`config.mk`:
```
export PLATFORM = sky130hd
export DESIGN_NAME = mux_out_fifo_flat
export DESIGN_NICKNAME = d
export VERILOG_FILES = /design/src/rtl/mux_out_fifo_if.sv /design/src/rtl/mux_out_fifo.sv /design/src/flat_wrapper.sv
export SDC_FILE = /design/constraint.sdc
export NUM_CORES = 1
export LEC_CHECK = 0
export CAP_MARGIN = 5
export CELL_PAD_IN_SITES_DETAIL_PLACEMENT = 0
export CELL_PAD_IN_SITES_GLOBAL_PLACEMENT = 1
export CORE_MARGIN = 1.5
export CORE_UTILIZATION = 30
export CTS_BUF_LIST = sky130_fd_sc_hd__clkbuf_4
export DETAILED_ROUTE_END_ITERATION = 8
export PLACE_DENSITY_LB_ADDON = 0.1
export SLEW_MARGIN = 40
export SYNTH_ARGS = -nofsm -noshare
export SYNTH_HDL_FRONTEND = slang
export SYNTH_SLANG_ARGS = --single-unit
```
`constraint.sdc`:
```
create_clock -name clk -period 2.35 [get_ports clk]
set_input_delay 0.3525 -clock clk [delete_from_list [all_inputs] [get_ports clk]]
set_output_delay 0.3525 -clock clk [all_outputs]
set_load 0.05 [all_outputs]
```
`src/rtl/mux_out_fifo_if.sv`:
```
// mux_out_fifo_if: valid/ready handshake and status bundle between the mux, the buffer and its consumer
interface mux_out_fifo_if #(
   parameter int DEPTH = 4,
   parameter int WIDTH = 16
);
   logic                     in_valid;
   logic                     in_ready;
   logic [WIDTH-1:0]         in_data;
   logic                     out_valid;
   logic                     out_ready;
   logic [WIDTH-1:0]         out_data;
   logic [$clog2(DEPTH):0]   count;
   logic                     full;
   logic                     empty;
   logic [7:0]               force_cnt;
   logic                     ovf;
   modport master (
      output in_valid, in_data, out_ready,
      input  in_ready, out_valid, out_data, count, full, empty, force_cnt, ovf
   );
   modport slave (
      input  in_valid, in_data, out_ready,
      output in_ready, out_valid, out_data, count, full, empty, force_cnt, ovf
   );
endinterface

```
`src/rtl/mux_out_fifo.sv`:
```
// mux_out_fifo: FWFT buffer after the force-to-ones mux, counts all-ones words; MUX_OUT_FIFO_OVF_EN enables the sticky overflow flag
module mux_out_fifo #(
   parameter int DEPTH = 4,
   parameter int WIDTH = 16
) (
   input logic              clk,
   input logic              rst,
   mux_out_fifo_if.slave    bus
);
   localparam int AW = $clog2(DEPTH);
   localparam logic [AW:0] FULL_CNT = (AW+1)'(DEPTH);
   logic [WIDTH-1:0] mem [DEPTH];
   logic [AW-1:0]    wr_ptr, rd_ptr;
   logic [AW:0]      cnt;
   logic [7:0]       fcnt;
   logic             full, empty, push, pop;
   assign full  = cnt == FULL_CNT;
   assign empty = cnt == '0;
   assign push  = bus.in_valid && !full;
   assign pop   = !empty && bus.out_ready;
   assign bus.in_ready  = !full;
   assign bus.out_valid = !empty;
   assign bus.full      = full;
   assign bus.empty     = empty;
   assign bus.count     = cnt;
   assign bus.force_cnt = fcnt;
   assign bus.out_data  = empty ? '0 : mem[rd_ptr];
   // storage is not reset; it is hidden by the empty gate on out_data
   always_ff @(posedge clk)
      if (push) mem[wr_ptr] <= bus.in_data;
   // pointers and occupancy; count is kept apart from the pointers so full and empty are unambiguous
   always_ff @(posedge clk)
      if (rst) begin
         wr_ptr <= '0;
         rd_ptr <= '0;
         cnt    <= '0;
      end else begin
         wr_ptr <= push ? wr_ptr + 1'b1 : wr_ptr;
         rd_ptr <= pop ? rd_ptr + 1'b1 : rd_ptr;
         cnt    <= push && !pop ? cnt + 1'b1 : pop && !push ? cnt - 1'b1 : cnt;
      end
   // saturating tally of accepted all-ones words
   always_ff @(posedge clk)
      if (rst) fcnt <= '0;
      else if (push && bus.in_data == {WIDTH{1'b1}} && fcnt != 8'hFF) fcnt <= fcnt + 8'd1;
`ifdef MUX_OUT_FIFO_OVF_EN
   logic ovf;
   assign bus.ovf = ovf;
   // sticky flag for a word offered while the buffer refuses it
   always_ff @(posedge clk)
      if (rst) ovf <= 1'b0;
      else if (bus.in_valid && full) ovf <= 1'b1;
`else
   assign bus.ovf = 1'b0;
`endif
endmodule

```
`src/flat_wrapper.sv`:
```
// flat-port wrapper written by rule: the top's interface ports become plain ports
module mux_out_fifo_flat 
#(
   parameter int DEPTH = 4,
   parameter int WIDTH = 16
)
  (clk, rst, bus_in_valid, bus_in_data, bus_out_ready, bus_in_ready, bus_out_valid, bus_out_data, bus_count, bus_full, bus_empty, bus_force_cnt, bus_ovf);
  mux_out_fifo_if #(.DEPTH(DEPTH), .WIDTH(WIDTH)) bus_i ();
  input logic clk;
  input logic rst;
  input wire logic [$bits(bus_i.in_valid)-1:0] bus_in_valid;
  input wire logic [$bits(bus_i.in_data)-1:0] bus_in_data;
  input wire logic [$bits(bus_i.out_ready)-1:0] bus_out_ready;
  output wire logic [$bits(bus_i.in_ready)-1:0] bus_in_ready;
  output wire logic [$bits(bus_i.out_valid)-1:0] bus_out_valid;
  output wire logic [$bits(bus_i.out_data)-1:0] bus_out_data;
  output wire logic [$bits(bus_i.count)-1:0] bus_count;
  output wire logic [$bits(bus_i.full)-1:0] bus_full;
  output wire logic [$bits(bus_i.empty)-1:0] bus_empty;
  output wire logic [$bits(bus_i.force_cnt)-1:0] bus_force_cnt;
  output wire logic [$bits(bus_i.ovf)-1:0] bus_ovf;
  assign bus_i.in_valid = bus_in_valid;
  assign bus_i.in_data = bus_in_data;
  assign bus_i.out_ready = bus_out_ready;
  assign bus_in_ready = bus_i.in_ready;
  assign bus_out_valid = bus_i.out_valid;
  assign bus_out_data = bus_i.out_data;
  assign bus_count = bus_i.count;
  assign bus_full = bus_i.full;
  assign bus_empty = bus_i.empty;
  assign bus_force_cnt = bus_i.force_cnt;
  assign bus_ovf = bus_i.ovf;
  mux_out_fifo #(.DEPTH(DEPTH), .WIDTH(WIDTH)) u_core (.clk(clk), .rst(rst), .bus(bus_i));
endmodule
```
==> flow_metrics.env <==
export IMPL_core_mm2=0.0108
export IMPL_postPlaceCellArea_mm2=0.00410
export IMPL_antenna_found_initial=0
export IMPL_ys_warn_count=0
export IMPL_io_pins=52
export IMPL_cts_htree_levels=3
export IMPL_timing_fmax_ghz=0.450
export IMPL_max_cap_violations=0
export IMPL_synthesis_nets=235
export IMPL_gr_usage_met2_pct=21.9
export IMPL_grt_usage_pct=12.8
export IMPL_avgViaCountPerCell=4.65
export IMPL_cts_sinks=81
export IMPL_reg2reg_setup_slack_ns=0.18
export IMPL_cts_root_buf="clkbuf_4"
export IMPL_relSlewSlack_pct=51.7
export IMPL_dieHeight_um=108
export IMPL_ys_types=37
export IMPL_first_global_vias=2098
export IMPL_cts_buffers=9
export IMPL_tightest_slew_ns=0.721
export IMPL_final_cell_mix="edfxtp_1 (64), buf_4 (39), clkdlybuf4s50_1 (30), and2_1 (17), mux4_2 (16)"
export IMPL_syn2layout_area_growth_pct=27.0
export IMPL_clockBufferDepth=2
export IMPL_stdcell_area_mm2=0.00423
export IMPL_r2r_start="u_core.bus.count[0]"
export IMPL_clkTransAtPathRegs_ns=0.12
export IMPL_hpwlAfterDp_mm=4.46
export IMPL_crit_type="reg -> out"
export IMPL_wl_per_cell_um=16.3
export IMPL_drt_initial_drc_count=62
export IMPL_grtUsageMet3_pct=2.41
export IMPL_dr_pass1_iters=4
export IMPL_place_ws_ns=-0.153
export IMPL_finClkSkew_ns=0.0119
export IMPL_slew_viol_final=0
export IMPL_grt_met1_usage_pct=15.4
export IMPL_synth_cells=208
export IMPL_postRouteAntennaNets=0
export IMPL_rr_worst_depth=8
export IMPL_required_ns=2.00
export IMPL_p_leak_nw=1.46
export IMPL_grt_overflow_total=0
export IMPL_min_period_over_period_pct=94.7
export IMPL_holdWs_ns=0.521
export IMPL_post_cts_setup_buffers=0
export IMPL_drive_above_1_share_pct=27.9
export IMPL_start_util_pct=30.7
export IMPL_worstPathMaxFanout=16
export IMPL_gp_congestion=0.716
export IMPL_ys_seq_elements=81
export IMPL_rows=38
export IMPL_crit_arrival_ns=1.87
export IMPL_fillCellCount=1062
export IMPL_fin_crit_ns=2.22
export IMPL_clock_latency_ns=0.41
export IMPL_yosysSeqAreaShare_pct=67.9
export IMPL_vias=1966
export IMPL_cp_end_kind="primary output"
export IMPL_r2r_end="u_core.bus.count[2]"
export IMPL_ir_drop_v=0.000766
export IMPL_drc_errors=0
export IMPL_n_antenna_cell=0
export IMPL_top_usage_layer="met2"
export IMPL_whs_path_depth=2
export IMPL_whs_endpoint="u_core.bus.count[2]"
export IMPL_finalSetupViolCount=0
export IMPL_dieWidth_um=108
export IMPL_grt_max_degree=20
export IMPL_synthesis_area_mm2=0.00333
export IMPL_routed_wl_mm=6.91
export IMPL_grt_pass1_wl_mm=10.9
export IMPL_rsz0062_at_grt="no"
export IMPL_mostFrequentLayoutCell="edfxtp_1"
export IMPL_cp_start_kind="register"
export IMPL_nets=305
export IMPL_p_per_area_mw_per_mm2=1180
export IMPL_hold_path_class="reg -> reg"
export IMPL_syn_avg_cell_area_um2=16.0
export IMPL_cts_tree="built"
export IMPL_io_buffers=50
export IMPL_layout_setup_ws_ns=0.126
export IMPL_hold_start="u_core.bus.count[2]"
export IMPL_final_hold_violation_count=0
export IMPL_setup_tns_final_ns=0
export IMPL_status="complete, no violations"
export IMPL_die_area_mm2=0.0117
layer usage:
layer  wire length [um]  part of all wire (%)  vias up
met2               3510                    51       45
met3                265                   3.8       11
met1               3000                    43      966
met5                  0                     0        -
li1                   -                     -      944
met4                134                   1.9        0
worst max-delay path by stage:
stage | endpoint | cells after the start
after global placement | u_core.bus.force_cnt[5] | 5
after detailed placement | u_core.bus.force_cnt[5] | 5
after floorplan | u_core.bus.count[2] | 10
after global routing | bus_out_data[5] | 4
after CTS | bus_out_data[5] | 4
final | bus_out_data[5] | 4
metrics by stage:
stage               power [mW]  utilization [%]  instances
floorplan                 3.51                -        208
global placement          4.27             37.8        407
detailed placement        4.28             37.8        407
CTS                       5.07             39.0        423
global route              5.24             39.0        423
finish                    4.98             39.0        423
worst max-delay path, stage by stage (launching register included):
cell and delay, ns:
dfxtp_1 0.38, buf_12 0.20, mux4_2 0.52, and2_1 0.18
buf_4 0.19
sequential cells by signal (all words and copies together) (netlist names), named ones only:
name / count
u_core.mem: 64
u_core.bus.force_cnt: 8
u_core.bus.count: 3
u_core.rd_ptr: 2
u_core.wr_ptr: 2
where the power goes:
| part | switching, mW | total [mW] | leakage, nW | internal (mW) |
|---|---|---|---|---|
| Sequential | 0.0746 | 1.82 | 0.727 | 1.74 |
| Clock | 0.462 | 0.791 | 0.0698 | 0.329 |
| Combinational | 1.50 | 2.37 | 0.662 | 0.865 |
cell type report:
type | count | area (um2) | area share, %
Timing Repair Buffer | 72 | 642 | 15.2
Inverter | 6 | 22.5 | 0.532
Sequential cell | 81 | 2270 | 53.7
Tap cell | 140 | 175 | 4.14
Multi-Input combinational cell | 108 | 986 | 23.3
Clock buffer | 10 | 75.1 | 1.77
Clock inverter | 6 | 58.8 | 1.39
cells in the mapped netlist:
cell type,count,share of area (%)
edfxtp_1,64,58
o21ai_0,3,0.45
clkbuf_1,8,0.90
nand4_1,5,0.94
dfxtp_1,17,10
o211ai_1,1,0.23
xor2_1,4,1.1
and4_1,1,0.26
fa_1,1,0.60
a41o_1,1,0.30
or3b_2,1,0.26
mux2i_1,2,0.60
buf_2,3,0.45
or2_2,1,0.19
nand3_1,5,0.75
and2_1,17,3.2
a211oi_1,1,0.23
xnor2_1,1,0.26
nor4_1,1,0.19
buf_4,1,0.23
conb_1,1,0.11
or3_2,1,0.23
nor2b_1,1,0.19
buf_6,1,0.34
and3_1,4,0.75
o2111ai_1,1,0.26
nand2_1,3,0.34
mux4_2,16,11
a31oi_1,2,0.38
nor2_1,10,1.1
inv_1,6,0.68
or4_4,1,0.34
o31ai_1,4,0.90
a21oi_1,7,1.1
ha_1,6,2.3
or4_1,4,0.90
or3_1,2,0.38
cell families (layout without fill, tap and decap cells):
kind of cell	after synthesis	after routing	share of synthesized area (%)
muxes	18	18	11.4
and+or+nand+nor	57	57	10.0
AOI/OAI and AO/OA	20	20	3.79
xor gates and xnor gates	5	5	1.31
other	1	1	0.113
buffers and inverters	19	94	2.59
adders and majority gates	7	7	2.85
DFF	81	81	67.9
repair_timing:
action	CTS	global route
hold buffers	0	0
setup endpoints to repair	1	0
resized for setup	1	0
(Power assumes the default switching activity.)
